[config.mk]
export PLATFORM = sky130hd
export DESIGN_NAME = controle_multiciclo
export DESIGN_NICKNAME = d
export VERILOG_FILES = /design/src/rtl/controle_multiciclo.sv
export SDC_FILE = /design/constraint.sdc
export NUM_CORES = 1
export LEC_CHECK = 0
export ABC_AREA = 0
export CORE_AREA = 10 10 49 51
export CTS_CLUSTER_DIAMETER = 150
export DETAILED_ROUTE_END_ITERATION = 8
export DIE_AREA = 0 0 59 61
export PLACE_DENSITY = 0.89
export SLEW_MARGIN = 20
export SYNTH_ARGS = -nofsm -noshare
export SYNTH_HDL_FRONTEND = slang
export SYNTH_SLANG_ARGS = --single-unit
export TNS_END_PERCENT = 50
[constraint.sdc]
create_clock -name clockCPU -period 2.45 [get_ports clockCPU]
set_input_delay 0.3675 -clock clockCPU [delete_from_list [all_inputs] [get_ports clockCPU]]
set_output_delay 0.3675 -clock clockCPU [all_outputs]
set_load 0.005 [all_outputs]
[src/rtl/controle_multiciclo.sv]
// controle_multiciclo: Moore control FSM for the multicycle RV32I datapath.
//   clockCPU       in   CPU clock, rising edge
//   reset          in   asynchronous, active-high; also forces every output to 0
//   iOpcode        in   IR[6:0] of the latched instruction
//   oEscreveIR     out  IR load enable
//   oMDRWrite      out  MDR load enable
//   oIouD          out  memory address select (0 PC, 1 ALUOut)
//   oMemWrite      out  memory write enable
//   oEscrevePC     out  unconditional PC write
//   oEscrevePCCond out  PC write qualified by branch condition
//   oEscrevePCBack out  PCBack <= PC
//   oOrigPC        out  PC source (0 ALU result, 1 ALUOut)
//   oOrigAULA      out  ALU A select (00 PCBack, 01 rs1, 10 PC)
//   oOrigBULA      out  ALU B select (00 rs2, 01 const 4, 10 imm)
//   oALUOp         out  00 add, 01 sub/compare, 10 R funct, 11 I funct
//   oMem2Reg       out  write-back source (00 ALUOut, 01 PC, 10 MDR, 11 imm)
//   oEscreveReg    out  register-file write enable
//   estado         out  current state code for the debug display
module controle_multiciclo #(
   parameter logic [31:0] PC_RESET = 32'h0040_0000
) (
   input  logic       clockCPU,
   input  logic       reset,
   input  logic [6:0] iOpcode,
   output logic       oEscreveIR,
   output logic       oMDRWrite,
   output logic       oIouD,
   output logic       oMemWrite,
   output logic       oEscrevePC,
   output logic       oEscrevePCCond,
   output logic       oEscrevePCBack,
   output logic       oOrigPC,
   output logic [1:0] oOrigAULA,
   output logic [1:0] oOrigBULA,
   output logic [1:0] oALUOp,
   output logic [1:0] oMem2Reg,
   output logic       oEscreveReg,
   output logic [3:0] estado
);
   typedef enum logic [3:0] {
      FETCH    = 4'd0,
      DECODE   = 4'd1,
      MEMADDR  = 4'd2,
      MEMREAD  = 4'd3,
      MEMWB    = 4'd4,
      MEMWRITE = 4'd5,
      EXEC_R   = 4'd6,
      EXEC_I   = 4'd7,
      ALUWB    = 4'd8,
      BRANCH   = 4'd9,
      JAL      = 4'd10,
      JALR     = 4'd11,
      LUI      = 4'd12,
      ERRO     = 4'd15
   } state_t;

   state_t estado_q, estado_d;

   // The PC reset value lives in the datapath; the parameter is kept only for reference.
   logic unused_pc_reset;
   assign unused_pc_reset = ^PC_RESET;

   assign estado = estado_q;

   always_ff @(posedge clockCPU or posedge reset)
      if (reset) estado_q <= FETCH;
      else       estado_q <= estado_d;

   // While reset is high the decode runs as ERRO, whose outputs are all 0, so the
   // enables drop in the same cycle; estado_d is ignored because the flop is held.
   always_comb begin
      estado_d       = FETCH;
      oEscreveIR     = 1'b0;
      oMDRWrite      = 1'b0;
      oIouD          = 1'b0;
      oMemWrite      = 1'b0;
      oEscrevePC     = 1'b0;
      oEscrevePCCond = 1'b0;
      oEscrevePCBack = 1'b0;
      oOrigPC        = 1'b0;
      oOrigAULA      = 2'b00;
      oOrigBULA      = 2'b00;
      oALUOp         = 2'b00;
      oMem2Reg       = 2'b00;
      oEscreveReg    = 1'b0;
      case (reset ? ERRO : estado_q)
         FETCH: begin
            estado_d       = DECODE;
            oEscreveIR     = 1'b1;
            oEscrevePCBack = 1'b1;
            oOrigAULA      = 2'b10;
            oOrigBULA      = 2'b01;
            oEscrevePC     = 1'b1;
         end
         DECODE: begin
            oOrigBULA = 2'b10;
            case (iOpcode)
               7'b0000011, 7'b0100011: estado_d = MEMADDR;
               7'b0110011:             estado_d = EXEC_R;
               7'b0010011:             estado_d = EXEC_I;
               7'b1100011:             estado_d = BRANCH;
               7'b1101111:             estado_d = JAL;
               7'b1100111:             estado_d = JALR;
               7'b0110111:             estado_d = LUI;
               default:                estado_d = ERRO;
            endcase
         end
         MEMADDR: begin
            estado_d  = (iOpcode == 7'b0000011) ? MEMREAD : MEMWRITE;
            oOrigAULA = 2'b01;
            oOrigBULA = 2'b10;
         end
         MEMREAD: begin
            estado_d  = MEMWB;
            oIouD     = 1'b1;
            oMDRWrite = 1'b1;
         end
         MEMWB: begin
            oMem2Reg    = 2'b10;
            oEscreveReg = 1'b1;
         end
         MEMWRITE: begin
            oIouD     = 1'b1;
            oMemWrite = 1'b1;
         end
         EXEC_R: begin
            estado_d  = ALUWB;
            oOrigAULA = 2'b01;
            oALUOp    = 2'b10;
         end
         EXEC_I: begin
            estado_d  = ALUWB;
            oOrigAULA = 2'b01;
            oOrigBULA = 2'b10;
            oALUOp    = 2'b11;
         end
         ALUWB: oEscreveReg = 1'b1;
         BRANCH: begin
            oOrigAULA      = 2'b01;
            oALUOp         = 2'b01;
            oOrigPC        = 1'b1;
            oEscrevePCCond = 1'b1;
         end
         JAL: begin
            oMem2Reg    = 2'b01;
            oEscreveReg = 1'b1;
            oOrigPC     = 1'b1;
            oEscrevePC  = 1'b1;
         end
         JALR: begin
            oOrigAULA   = 2'b01;
            oOrigBULA   = 2'b10;
            oEscrevePC  = 1'b1;
            oMem2Reg    = 2'b01;
            oEscreveReg = 1'b1;
         end
         LUI: begin
            oMem2Reg    = 2'b11;
            oEscreveReg = 1'b1;
         end
         ERRO: estado_d = ERRO;
         default: estado_d = FETCH;
      endcase
   end
endmodule

==> results.cfg, run 1 <==
[status]
outcome = completed

[floorplanning]
dieArea_mm2 = 0.00360
core_mm2 = 0.00147
core.rowCount = 14
ioPinCount = 30
die_y_um = 61
fp.dieW_um = 59
start_util_pct = 40.5

[pwr]
power.leakage_nw = 0.359
ir_drop_v = 0.000352
total_power_mw = 0.346
pwr_density_cell_mw_per_mm2 = 376

[place]
routabilityCongestion = 0.897
port_buffers = 29
hpwl_um = 1520
dp.cells = 121

[global_routing]
grt_pass1_wl_um = 2880
grt_usage_pct = 10.5
grt_antenna_before_repair = 0
grt_pass1_vias = 673
grt_start_max_net_pins = 23
grt-ovfl-total = 0

[final_layout]
final_util_pct = 62.5
final_common_cell = clkdlybuf4s50_1
instances_no_fill = 124
largest_reg_flops = 4
drive_gt1_share_pct = 19.4
fillers = 121
most-common-layout-cells = clkdlybuf4s50_1 (28), nor2_1 (9), nand3_1 (6), nand2_1 (6), buf_4 (6)
multi_input_area_um2 = 425
finalNetCount = 119
area_growth_syn_to_layout_pct = 54.4
n_antenna_cell = 0
regArea_um2 = 103

[sta]
slew_violations = 0
max_slew_margin_pct = 75.5
setup_viol = 0
worstMarginPinSlew_ps = 368
rsz0062_at_grt = no
setup_tns_ps = 0
hold_viol = 0
fin_crit_sh_pct = 93.6
clock.fmax_ghz = 0.436
min_period_ps = 2290
clock_skew_ps = 6.86

[clock_network]
clk_path_buf_depth = 2
hold_buffers = 0
cts_made_buffers = 3
cts_tree = yes
clk_pin_slew_ps = 40
cts_num_sinks = 4
clkLatencyLatePin_ps = 250
h-tree-depth = 1
cts_root_buf = clkbuf_4

[route]
vias = 699
drt-wirelength-per-cell_um = 15.1
drtIter0Drc = 8
dr.pass1.iters = 3
post_drt_via_cell_ratio = 5.64
remaining_drc_errors = 0
drtAntennaViolNets = 0
routed_wl_um = 1880

[worst_setup_path]
cp-end-kind = primary output
path_cells = buf_4 -> nor3_2 -> and3_1 -> or2_1 -> clkdlybuf4s50_1
crit_path_top_delay_cell = clkdlybuf4s50_1
cp.required_ps = 2080
crit_fanout = 7
arrival_ps = 1920
max_stage_delay_ps = 510
cp-start-kind = flop
criticalPathCategory = flop to primary output

[synth]
seq_area_frac_synth_pct = 16.8
synth_edf_count = 0
ys_ff_latch = 4
ys_warn_count = 0
syn_nets = 87
syn-mean-instance-area_um2 = 7.64
ys.flop_type = dfrtp_1
netlist_instances = 78
yosysUniqueCellTypes = 37
async_reset_ff_share_pct = 100
netlist_area_um2 = 596

[flow_run]
drv_cap = 0

[worst_hold_path]
hp-class = input port to async pin
[synthesized netlist by cell type, drive strengths merged (2+ instances only)]
master | n | share of area (%)
nor2 | 10 | 6.7
buf | 8 | 9.9
nand2 | 6 | 3.8
nand3 | 6 | 5.0
nor3 | 6 | 5.9
and3 | 4 | 4.2
dfrtp | 4 | 17
o21ai | 4 | 3.4
a21oi | 3 | 2.5
inv | 3 | 1.9
mux2 | 2 | 3.8
nand2b | 2 | 2.1
nor4 | 2 | 3.2
o31ai | 2 | 3.4
[cell type report]
class	instances	area share (%)
Inverter	3	1.22
Multi-Input combinational cell	63	46.3
Sequential cell	4	11.2
Clock buffer	3	2.45
Timing Repair Buffer	35	36.7
Tap cell	16	2.18
[critical path, delay by kind of cell, from the launching register on]
family | cells | cell delay [ps]
buf+inv | 2 | 710
simple gates | 3 | 510
flops | 1 | 460
[what timing repair did]
item,in CTS,in global routing
buffers inserted,0,0
endpoints found under the setup margin,3,3
resized for setup,1,2
gates cloned,0,0
[through the flow]
step | hold slack, ps | instance area (µm²) | setup WS (ps)
after floorplan | 282 | 596 | 828
after CTS | 627 | 916 | 40.6
after detailed placement | 622 | 892 | 72.6
after global routing | 348 | 920 | 41.2
after global placement | 625 | 892 | 124
final | 320 | 920 | 158
[path summary, 6_finish.rpt]
path | startpoint | to | slack [ps] | cells after the start
hold reg to reg | estado[3]$_DFF_PP0_ | estado[0]$_DFF_PP0_ | 620 | 1
hold / removal | reset | estado[3]$_DFF_PP0_ | 320 | 4
min in group clockCPU | reset | estado[0]$_DFF_PP0_ | 590 | 4
setup reg to reg | estado[3]$_DFF_PP0_ | estado[2]$_DFF_PP0_ | 1090 | 6
setup / recovery | estado[3]$_DFF_PP0_ | oIouD | 160 | 5
max in group asynchronous | reset | estado[1]$_DFF_PP0_ | 2010 | 4
[cell families after synthesis]
family                    Yosys count  synth area share (%)
xor gates and xnor gates            1                  1.47
buffers and inverters              11                  11.8
AOI/OAI and AO/OA                  16                  21.2
and+or+nand+nor                    44                  45.0
DFF                                 4                  16.8
muxes                               2                  3.78
[layer usage]
metal | track usage [%] | share of wire, % | wire [µm]
met1 | 8.21 | 34 | 637
met2 | 18.6 | 53 | 995
met3 | 6.05 | 9.5 | 178
met4 | 8.85 | 3.5 | 65
met5 | 0 | 0 | 0
[power by group]
group	leakage, nW	total, mW	internal, mW	switching [mW]
Sequential	0.0428	0.103	0.0741	0.0290
Combinational	0.302	0.156	0.0923	0.0638
Clock	0.0138	0.0868	0.0551	0.0317
(Power assumes the default switching activity.)
==> inputs of run 2 (changes only) <==
--- a/config.mk
+++ b/config.mk
@@ -6,6 +6,7 @@
 export NUM_CORES = 1
 export LEC_CHECK = 0
 export ABC_AREA = 0
+export CAP_MARGIN = 10
 export CORE_AREA = 10 10 49 51
 export CTS_CLUSTER_DIAMETER = 150
 export DETAILED_ROUTE_END_ITERATION = 8
==> results of run 2 <==
Same layout as run 1: the final DEF is identical, and so are final timing and power.
==> inputs of run 3 (changes only) <==
--- a/config.mk
+++ b/config.mk
@@ -7,11 +7,11 @@
 export LEC_CHECK = 0
 export ABC_AREA = 0
 export CAP_MARGIN = 10
-export CORE_AREA = 10 10 49 51
+export CORE_AREA = 10 10 53 55
 export CTS_CLUSTER_DIAMETER = 150
 export DETAILED_ROUTE_END_ITERATION = 8
-export DIE_AREA = 0 0 59 61
-export PLACE_DENSITY = 0.89
+export DIE_AREA = 0 0 63 65
+export PLACE_DENSITY = 0.77
 export SLEW_MARGIN = 20
 export SYNTH_ARGS = -nofsm -noshare
 export SYNTH_HDL_FRONTEND = slang
==> constraint.sdc (replaced) <==
create_clock -name clockCPU -period 2.2 [get_ports clockCPU]
set_input_delay 0.33 -clock clockCPU [delete_from_list [all_inputs] [get_ports clockCPU]]
set_output_delay 0.33 -clock clockCPU [all_outputs]
set_load 0.005 [all_outputs]
==> run 3 against run 2 <==
Compared with the run above:
- highest routed layer unchanged
- non-clock buffer count rose by 7
- via count rose by 2.0%
- critical path type unchanged
- die area rose by 14%
- final cell count rose by 15%
- clock skew fell by 5.4 ps
- largest power group unchanged
==> results.cfg, run 3 (synthesis results as in run 1) <==
[final_layout]
final_util_pct = 54.5
most-common-layout-cells = clkdlybuf4s50_1 (28), buf_4 (12), nor2_1 (8), nand3_1 (6), nand2_1 (6)
n_antenna_cell = 0
fillers = 184
largest_reg_flops = 4
stdcell_area_mm2 = 0.00101
drive_gt1_share_pct = 28.7
finalNetCount = 126
final_common_cell = clkdlybuf4s50_1
area_growth_syn_to_layout_pct = 70.4

[route]
vias = 713
post_drt_via_cell_ratio = 5.02
drtAntennaViolNets = 0
dr.pass1.iters = 4
routed_wl_um = 1810
remaining_drc_errors = 0
drtIter0Drc = 11
drt-wirelength-per-cell_um = 12.8

[clock_network]
cts_num_sinks = 4
h-tree-depth = 1
cts_tree = yes
clk_path_buf_depth = 2
cts_root_buf = clkbuf_4
clk_pin_slew_ps = 40
clkLatencyLatePin_ps = 240
cts_made_buffers = 3

[floorplanning]
die_y_um = 65
core_mm2 = 0.00186
fp.dieW_um = 63
ioPinCount = 30
start_util_pct = 32.0
dieArea_mm2 = 0.00410
core.rowCount = 16

[sta]
clock_skew_ps = 1.50
min_period_ps = 2140
hold_viol = 0
rsz0062_at_grt = no
fin_crit_sh_pct = 97.4
slew_violations = 0
setup_viol = 0
clock.fmax_ghz = 0.467
worstMarginPinSlew_ps = 339
holdWs_ps = 453
max_slew_margin_pct = 77.1

[pwr]
pwr_density_cell_mw_per_mm2 = 403
ir_drop_v = 0.000241
power.leakage_nw = 0.396

[place]
port_buffers = 29
routabilityCongestion = 0.806
hpwl_um = 1440
placed_area_um2 = 936

[worst_setup_path]
r2r_end = estado[2]$_DFF_PP0_
criticalPathCategory = flop to primary output
reg2regPathDepth = 4
arrival_ps = 1810
cp-start-kind = flop
crit_fanout = 9
reg2reg_slack_ps = 850
cp-end-kind = primary output
cp.required_ps = 1870
worstReg2RegStart = estado[1]$_DFF_PP0_

[global_routing]
grt_antenna_before_repair = 0
grt-ovfl-total = 0
grt_pass1_wl_um = 3020
grt_use_met1_pct = 9.37
grt_usage_pct = 8.62
grt_start_max_net_pins = 15
use_met3_pct = 2.41
globalRouteMet2Util_pct = 15.1
grt_pass1_vias = 669
top_usage_layer = met2

[worst_hold_path]
hp-class = input port to async pin

[flow_run]
drv_cap = 0

[status]
outcome = completed
==> run 3: final cells by class <==
cell class                 instances  area, µm²  share of cell area, %
multi-input combinational         63        453                   44.6
sequential                         4        104                   10.2
tap                               27       33.8                   3.33
inverter                           3       11.3                   1.11
clock buffer                       3       22.5                   2.22
timing repair buffer              42        390                   38.5
==> run 3: report_power, final <==
group          total [mW]  leakage, nW  switching [mW]  internal (mW)
combinational       0.210        0.340          0.0881          0.122
sequential          0.106       0.0419          0.0225         0.0832
clock              0.0925       0.0138          0.0314         0.0611
==> run 3: metal layers <==
metal  vias to the layer above  share of wire (%)
li1                        358                  -
met1                       334                 43
met2                        17                 50
met3                         4                4.4
met4                         0                1.9
met5                         -                  0
==> run 3: worst max path at each step <==
stage	to	cells past startpoint	startpoint	slack [ps]
2_1_floorplan	oEscrevePCBack	4	reset	650
3_3_place_gp	oEscreveIR	4	reset	-120
3_5_place_dp	oEscrevePCBack	4	reset	-140
4_1_cts	oALUOp[0]	5	estado[3]$_DFF_PP0_	20
5_1_grt	oIouD	5	estado[3]$_DFF_PP0_	10
6_report	oMem2Reg[0]	4	estado[2]$_DFF_PP0_	60
==> run 3: critical path, stage by stage, from the launching register on <==
cell and delay (ps):
dfrtp_2 470, buf_4 170, mux2_2 320, and3_1 170, clkdlybuf4s50_1 440
==> run 3: through the flow <==
step / setup TNS, ps / setup slack (ps) / power [mW] / cells
2_1_floorplan: 0 / 653 / 0.204 / 78
3_3_place_gp: -471 / -116 / 0.294 / 136
3_5_place_dp: -495 / -142 / 0.298 / 136
4_1_cts: 0 / 16.7 / 0.393 / 139
5_1_grt: 0 / 9.84 / 0.432 / 142
6_report: 0 / 56.8 / 0.408 / 142
==> run 3: what timing repair did <==
item	CTS	global route
hold buffers	0	0
buffers inserted	0	3
resized for setup	5	5
cloned	0	0
setup endpoints to repair	10	3
